===== config.mk =====
export PLATFORM = sky130hd
export DESIGN_NAME = divide
export DESIGN_NICKNAME = d
export VERILOG_FILES = /design/src/rtl/divide.sv
export SDC_FILE = /design/constraint.sdc
export NUM_CORES = 1
export LEC_CHECK = 0
export CAP_MARGIN = 20
export CORE_MARGIN = 10
export CORE_UTILIZATION = 50
export DETAILED_ROUTE_END_ITERATION = 16
export GPL_ROUTABILITY_DRIVEN = 0
export HOLD_SLACK_MARGIN = 0.03
export PLACE_DENSITY = 0.86
export SYNTH_ARGS = -nofsm -noshare
export SYNTH_HDL_FRONTEND = slang
export SYNTH_SLANG_ARGS = --single-unit

===== constraint.sdc =====
create_clock -name clk -period 5.5 [get_ports clk]
set_input_delay 1.1 -clock clk [delete_from_list [all_inputs] [get_ports clk]]
set_output_delay 1.1 -clock clk [all_outputs]
set_load 0.01 [all_outputs]

===== src/rtl/divide.sv =====
// divide: fixed-latency restoring shift-subtract divider with IDLE/BUSY/DONE FSM.
// Signed support is built only when DIVIDE_SIGNED_EN is defined; otherwise signed_op is ignored.
module divide #(
  parameter int WIDTH = 32
) (
  input  logic             clk,
  input  logic             rst,
  input  logic             start,
  input  logic [WIDTH-1:0] dividend,
  input  logic [WIDTH-1:0] divisor,
  input  logic             signed_op,
  output logic             busy,
  output logic             done,
  output logic [WIDTH-1:0] quotient,
  output logic [WIDTH-1:0] remainder,
  output logic             div_by_zero
);
  localparam int CW = $clog2(WIDTH);
  typedef enum logic [1:0] {IDLE, BUSY, DONE} state_t;
  state_t state_q, state_d;
  logic [CW-1:0] cnt_q, cnt_d;
  logic [WIDTH-1:0] rem_q, rem_d, quo_q, quo_d, dvs_q, dvs_d;
  logic dz_q, dz_d;
  logic busy_q, busy_d, done_q, done_d, div_by_zero_q, div_by_zero_d;
  logic [WIDTH-1:0] quotient_q, quotient_d, remainder_q, remainder_d;
  logic [WIDTH-1:0] a_abs, b_abs, q_fix, r_fix;
  logic [WIDTH:0] sh;
  logic ge;
`ifdef DIVIDE_SIGNED_EN
  logic neg_quo_q, neg_quo_d, neg_rem_q, neg_rem_d, sa, sb;
  assign sa    = signed_op & dividend[WIDTH-1];
  assign sb    = signed_op & divisor[WIDTH-1];
  assign a_abs = sa ? -dividend : dividend;
  assign b_abs = sb ? -divisor : divisor;
  // divide-by-zero keeps an all-ones quotient regardless of operand signs
  assign neg_quo_d = (state_q == IDLE) ? (sa ^ sb) & (divisor != '0) : neg_quo_q;
  assign neg_rem_d = (state_q == IDLE) ? sa : neg_rem_q;
  assign q_fix = neg_quo_q ? -quo_q : quo_q;
  assign r_fix = neg_rem_q ? -rem_q : rem_q;
  always_ff @(posedge clk) begin
    if (rst) begin
      neg_quo_q <= 1'b0;
      neg_rem_q <= 1'b0;
    end else begin
      neg_quo_q <= neg_quo_d;
      neg_rem_q <= neg_rem_d;
    end
  end
`else
  logic unused_signed_op;
  assign unused_signed_op = signed_op;
  assign a_abs = dividend;
  assign b_abs = divisor;
  assign q_fix = quo_q;
  assign r_fix = rem_q;
`endif
  assign sh = {rem_q, quo_q[WIDTH-1]};
  assign ge = sh >= {1'b0, dvs_q};
  always_comb begin
    state_d       = state_q;
    cnt_d         = cnt_q;
    rem_d         = rem_q;
    quo_d         = quo_q;
    dvs_d         = dvs_q;
    dz_d          = dz_q;
    done_d        = 1'b0;
    quotient_d    = quotient_q;
    remainder_d   = remainder_q;
    div_by_zero_d = div_by_zero_q;
    case (state_q)
      IDLE: if (start) begin
        state_d = BUSY;
        cnt_d   = '0;
        rem_d   = '0;
        quo_d   = a_abs;
        dvs_d   = b_abs;
        dz_d    = divisor == '0;
      end
      BUSY: begin
        rem_d   = ge ? sh[WIDTH-1:0] - dvs_q : sh[WIDTH-1:0];
        quo_d   = {quo_q[WIDTH-2:0], ge};
        cnt_d   = cnt_q + 1'b1;
        state_d = (cnt_q == CW'(WIDTH - 1)) ? DONE : BUSY;
      end
      DONE: begin
        state_d       = IDLE;
        done_d        = 1'b1;
        quotient_d    = q_fix;
        remainder_d   = r_fix;
        div_by_zero_d = dz_q;
      end
      default: state_d = IDLE;
    endcase
    busy_d = state_d == BUSY;
  end
  always_ff @(posedge clk) begin
    if (rst) begin
      state_q       <= IDLE;
      cnt_q         <= '0;
      rem_q         <= '0;
      quo_q         <= '0;
      dvs_q         <= '0;
      dz_q          <= 1'b0;
      busy_q        <= 1'b0;
      done_q        <= 1'b0;
      quotient_q    <= '0;
      remainder_q   <= '0;
      div_by_zero_q <= 1'b0;
    end else begin
      state_q       <= state_d;
      cnt_q         <= cnt_d;
      rem_q         <= rem_d;
      quo_q         <= quo_d;
      dvs_q         <= dvs_d;
      dz_q          <= dz_d;
      busy_q        <= busy_d;
      done_q        <= done_d;
      quotient_q    <= quotient_d;
      remainder_q   <= remainder_d;
      div_by_zero_q <= div_by_zero_d;
    end
  end
  assign busy        = busy_q;
  assign done        = done_q;
  assign quotient    = quotient_q;
  assign remainder   = remainder_q;
  assign div_by_zero = div_by_zero_q;
endmodule

Word-level counts from Yosys, hierarchy flattened. Index checks and enable logic that the tools add are counted.

Register bits after elaboration: 171. Latch bits: 0. Bits in writable memories: 0. Bits in read-only memories: 0. Input bits: 68. Output and inout port bits: 67. Memories kept: 0.

Add/sub/neg operators: 2. Multipliers: 0. Div/mod/pow operators: 0. Order comparisons: 1. Eq/ne operators: 5. Shift operators: 0. Mux-type cells: 11. Bitwise gates (word level): 0. Reduce and logical (&&, ||, !) cells: 5.

Operators with widths (count): $pmux W32 S2 (2); $mux W32 (3); $ge A33 B32 Y1 (1); $logic_not A32 Y1 (1); $sub A32 B32 Y32 (1); $pmux W5 S2 (1); $add A5 B1 Y5 const B (1); $eq A5 B5 Y1 const B (1); $mux W5 (1); $eq A2 B1 Y1 const B (2); $mux W2 (2); $pmux W2 S2 (1); $reduce_and A2 Y1 (2); $eq A2 B2 Y1 const B (1); $logic_not A2 Y1 (1); $ne A2 B2 Y1 const B (1); $reduce_bool A2 Y1 (1); $mux W1 (1).

Logic depth before layout (Yosys ltp).
Depth after elaboration: 4. Gate-level depth with buffers: 14.

Least setup slack after synthesis. Ideal clock, no wire load.

Path type: register -> register. Start: register dvs_q[1]. End: register rem_q[10] (netlist: r_fix[10]). Data arrival time: 2.583 ns. Data required time: 5.372 ns. Path slack: 2.789 ns. Cell stages (with the launch flop): 14. Cell sequence: dfxtp_1 > inv_1 > ha_1 > nor2b_4 > o31ai_2 > nand2b_2 > a311o_1 > a21oi_4 > o21ai_2 > a211oi_2 > buf_6 > buf_12 > mux2i_1 > o21ai_1.

Longest elaborated chain between the ends: 3. Elaborated cells between the ends (all ways): 4. Those cells by class: add/sub (1); order compare (1); mux (2).

RTL lines: from (decl) (line 22) `logic [WIDTH-1:0] rem_q, rem_d, quo_q, quo_d, dvs_q, dvs_d;`; from (signal assigned) (line 114) `dvs_q <= dvs_d;`; $sub A32 B32 Y32 or $ge A33 B32 Y1 (tied branches) (line 80, 58); $mux W32 * (line 80) `rem_d = ge ? sh[WIDTH-1:0] - dvs_q : sh[WIDTH-1:0];`; $pmux W32 S2 * (line 70) `case (state_q)`; to (signal assigned) (line 112) `rem_q <= rem_d;`; to (decl) (line 22).

Every way passes the cells marked *; elsewhere a longest branch is shown, timed or not. A chain may end at the register's enable or synchronous reset.

Final worst setup path.
Start: register quo_q[31] (netlist: q_fix[31]). End: register rem_q[30] (netlist: r_fix[30]).

Longest elaborated chain between the ends: 3. Elaborated cells between the ends (all ways): 4. Those cells by class: add/sub (1); order compare (1); mux (2).

RTL lines: from (decl) (line 22); from (signal assigned) (line 113) `quo_q <= quo_d;`; $sub A32 B32 Y32 or $ge A33 B32 Y1 (tied branches) (line 80, 58); $mux W32 * (line 80); $pmux W32 S2 * (line 70).

Marks and branches as above.

==> impl_metrics.env <==
export IMPL_synth_largest_area_cell="dfxtp_1"
export IMPL_antenna_found_initial=0
export IMPL_ys_types=60
export IMPL_rsz0062_at_grt="false"
export IMPL_grt_pass1_vias=7503
export IMPL_synth_enable_flop_cells=0
export IMPL_drt_iter0_drc=682
export IMPL_post_dp_hpwl_mm=15.9
export IMPL_fin_tns_setup_ns=0
export IMPL_final_util=0.644
export IMPL_synth_compound_area_frac=0.221
export IMPL_path_class="reg2reg"
export IMPL_cts_root_buf="clkbuf_16"
export IMPL_setup_violations=0
export IMPL_clockBufferDepth=2
export IMPL_cts_max_level=4
export IMPL_num_rows=46
export IMPL_synth_top_family_by_area="compound AO/OA/AOI/OAI gates"
export IMPL_clock_sinks=171
export IMPL_fin_nets=1237
export IMPL_wire_per_inst_um=16.5
export IMPL_cts_tree="built"
export IMPL_cpMaxStageDelayCell="o41ai_1"
export IMPL_yosys_area_top_type_share=0.415
export IMPL_cts_buffers=17
export IMPL_arrival_ns=3.45
export IMPL_crit_family="compound AO/OA/AOI/OAI gates"
export IMPL_first_pass_iters=6
export IMPL_cpPeakStageDelay_ns=0.54
export IMPL_syn_inst=1036
export IMPL_postCtsSetupBuffers=0
export IMPL_status="complete, no violations"
export IMPL_yosys_area_share_simple=0.177
export IMPL_max_slew_margin=0.346
export IMPL_synth_area_leaders="dfxtp_1, nand2_1, a21oi_1, ha_1, mux2i_1"
export IMPL_period_needed_ns=3.14
export IMPL_ys_warn_count=0
export IMPL_synth_mux_area_frac=0.0353
export IMPL_die_x_um=148
export IMPL_hold_viol=0
export IMPL_drv_slew=0
export IMPL_grt_max_degree=96
export IMPL_cp_cell_sequence="inv_1, ha_1, fa_1, nor2b_1, o2111ai_1, a21boi_2, o31ai_2, a211oi_2, nor2_1, o41ai_1, xnor2_1, o21ai_1"
export IMPL_drive_gt1_frac=0.0541
export IMPL_synthesis_area_mm2=0.00825
export IMPL_hold_buffers=0
export IMPL_start_util=0.516
export IMPL_end_kind="flop"
export IMPL_boundaryPins=135
export IMPL_ys_seq_area_frac=0.415
export IMPL_synth_fp_nets=1139
export IMPL_drt_total_wl_mm=22.5
export IMPL_path_buf_inv=1
export IMPL_synth_seq_cells=171
export IMPL_yosys_area_share_xor_xnor=0.0297
export IMPL_synth_adder_area_share=0.0540
export IMPL_grt_total_usage=0.200
export IMPL_grt_pass1_wl_mm=36.8
export IMPL_p_leak_nw=3.94
export IMPL_die_area_mm2=0.0220
export IMPL_core_area_mm2=0.0160
export IMPL_drv_cap=0
export IMPL_via_per_inst=5.67
export IMPL_diodes=0
export IMPL_grt_overflow=0
export IMPL_die_h_um=148
export IMPL_synth_main_ff_cell="dfxtp_1"
export IMPL_path_clk_slew_ns=0.07
export IMPL_clock_latency_ns=0.43
export IMPL_worstPathRequired_ns=5.81
export IMPL_io_buffers=133
export IMPL_drcViolationCount=0
export IMPL_antenna_violating_nets_post_route=0
export IMPL_syn_area_per_cell_um2=7.96
export IMPL_hp_class="reg2reg"
export IMPL_worstSetupStartpointType="flop"
export IMPL_worstPathMaxFanout=4
export IMPL_peakVddDrop_mv=0.566
export IMPL_nFillCells=1345
export IMPL_clock_skew_ns=0.0103
export IMPL_vias=7724
export IMPL_cts_resized=0
export IMPL_syn_to_final_growth_pct=24.9
export IMPL_synthArstFlopShare=0
export IMPL_fmax_ghz=0.319
export IMPL_period_share=0.570
export IMPL_power_density_mw_per_mm2=557
export IMPL_tightest_slew_ns=0.981
==> Yosys cell counts, types with 7 or more instances <==
cell type    n
a21o_1       7
a21oi_1    134
a221oi_1    31
clkbuf_1    57
dfxtp_1    171
ha_1        34
inv_1       69
mux2i_1     28
nand2_1    247
nand3_1     13
nand4_1      9
nor2_1      28
nor3_1       9
nor4_1       9
o21ai_0     18
o21ai_1     26
o22ai_1     34
xnor2_1     17
xor2_1      11
==> power by group <==
part / leakage, nW / total, mW / switching, mW / internal (mW)
registers: 1.39 / 1.49 / 0.125 / 1.37
clock network: 0.295 / 1.21 / 0.519 / 0.694
logic: 2.25 / 3.03 / 1.68 / 1.35
==> per-stage QoR <==
step           cell area (um2)  power (mW)  std cells  hold WS, ns  setup WS (ns)
2_1_floorplan             8250        4.10       1036        0.432           2.79
3_3_place_gp              9640        4.40       1328        0.440           2.41
3_5_place_dp              9640        4.49       1328        0.445           2.39
4_1_cts                  10200        5.72       1360        0.454           2.38
5_1_grt                  10300        6.09       1363        0.471           2.19
6_report                 10300        5.74       1363        0.451           2.36
==> worst paths after layout <==
path            startpoint            end  slack, ns  cells after the start
max              q_fix[31]      r_fix[30]       2.36                     12
min          remainder[28]  remainder[28]       0.45                      2
max reg2reg      q_fix[31]      r_fix[30]       2.36                     12
min reg2reg  remainder[28]  remainder[28]       0.45                      2
==> worst reg2reg max path, stage by stage, from the launching register on <==
cell,delay (ns)
dfxtp_1,0.35
inv_1,0.07
ha_1,0.24
fa_1,0.44
nor2b_1,0.18
o2111ai_1,0.20
a21boi_2,0.25
o31ai_2,0.14
a211oi_2,0.25
nor2_1,0.11
o41ai_1,0.54
xnor2_1,0.18
o21ai_1,0.07
==> sequential cells by signal (all words and copies together) (netlist names) <==
name / flops
state_q: 2
r_fix: 32
done: 1
div_by_zero: 1
cnt_q: 5
dvs_q: 32
remainder: 32
q_fix: 32
dz_q: 1
busy: 1
quotient: 32
==> final cells by class <==
type	instances	area [um2]	area share
clock buffers	19	443	0.0430
clock inverters	13	156	0.0152
inverters	71	267	0.0259
multi-input cells	729	4290	0.416
flip-flops and latches	171	3420	0.332
well taps	216	270	0.0262
repair buffers	144	1460	0.142
==> cell families after synthesis <==
| family | count (synthesis) |
|---|---|
| flops | 171 |
| compound gates | 294 |
| xor+xnor | 28 |
| simple gates | 343 |
| fa+ha+maj | 35 |
| buf+inv | 136 |
| mux | 29 |
==> routing by layer <==
| layer | vias up | global-route usage | routed length [um] |
|---|---|---|---|
| met2 | 255 | 0.329 | 10600 |
| met5 | - | 0 | 0 |
| li1 | 3797 | - | - |
| met4 | 0 | 0.0605 | 296 |
| met1 | 3640 | 0.252 | 9970 |
| met3 | 32 | 0.0519 | 1570 |
==> layout by cell type (no fill, tap or decap), types with 4 or more instances in the layout <==
cell             instances
a211oi_1                 5
a21o_1                   7
a21oi_1                134
a221oi_1                31
a32oi_1                  4
and3_1                   5
and4_1                   4
buf_4                    9
clkbuf_16               17
clkdlybuf4s50_1        132
dfxtp_1                171
ha_1                    34
inv_1                   69
inv_6                    4
mux2i_1                 28
nand2_1                246
nand3_1                 13
nand4_1                  9
nor2_1                  26
nor2b_1                  4
nor3_1                   9
nor4_1                   9
o21a_1                   5
o21ai_0                 18
o21ai_1                 25
o22ai_1                 34
xnor2_1                 17
xor2_1                  11
Note: power is estimated with default switching activity, not from simulation.
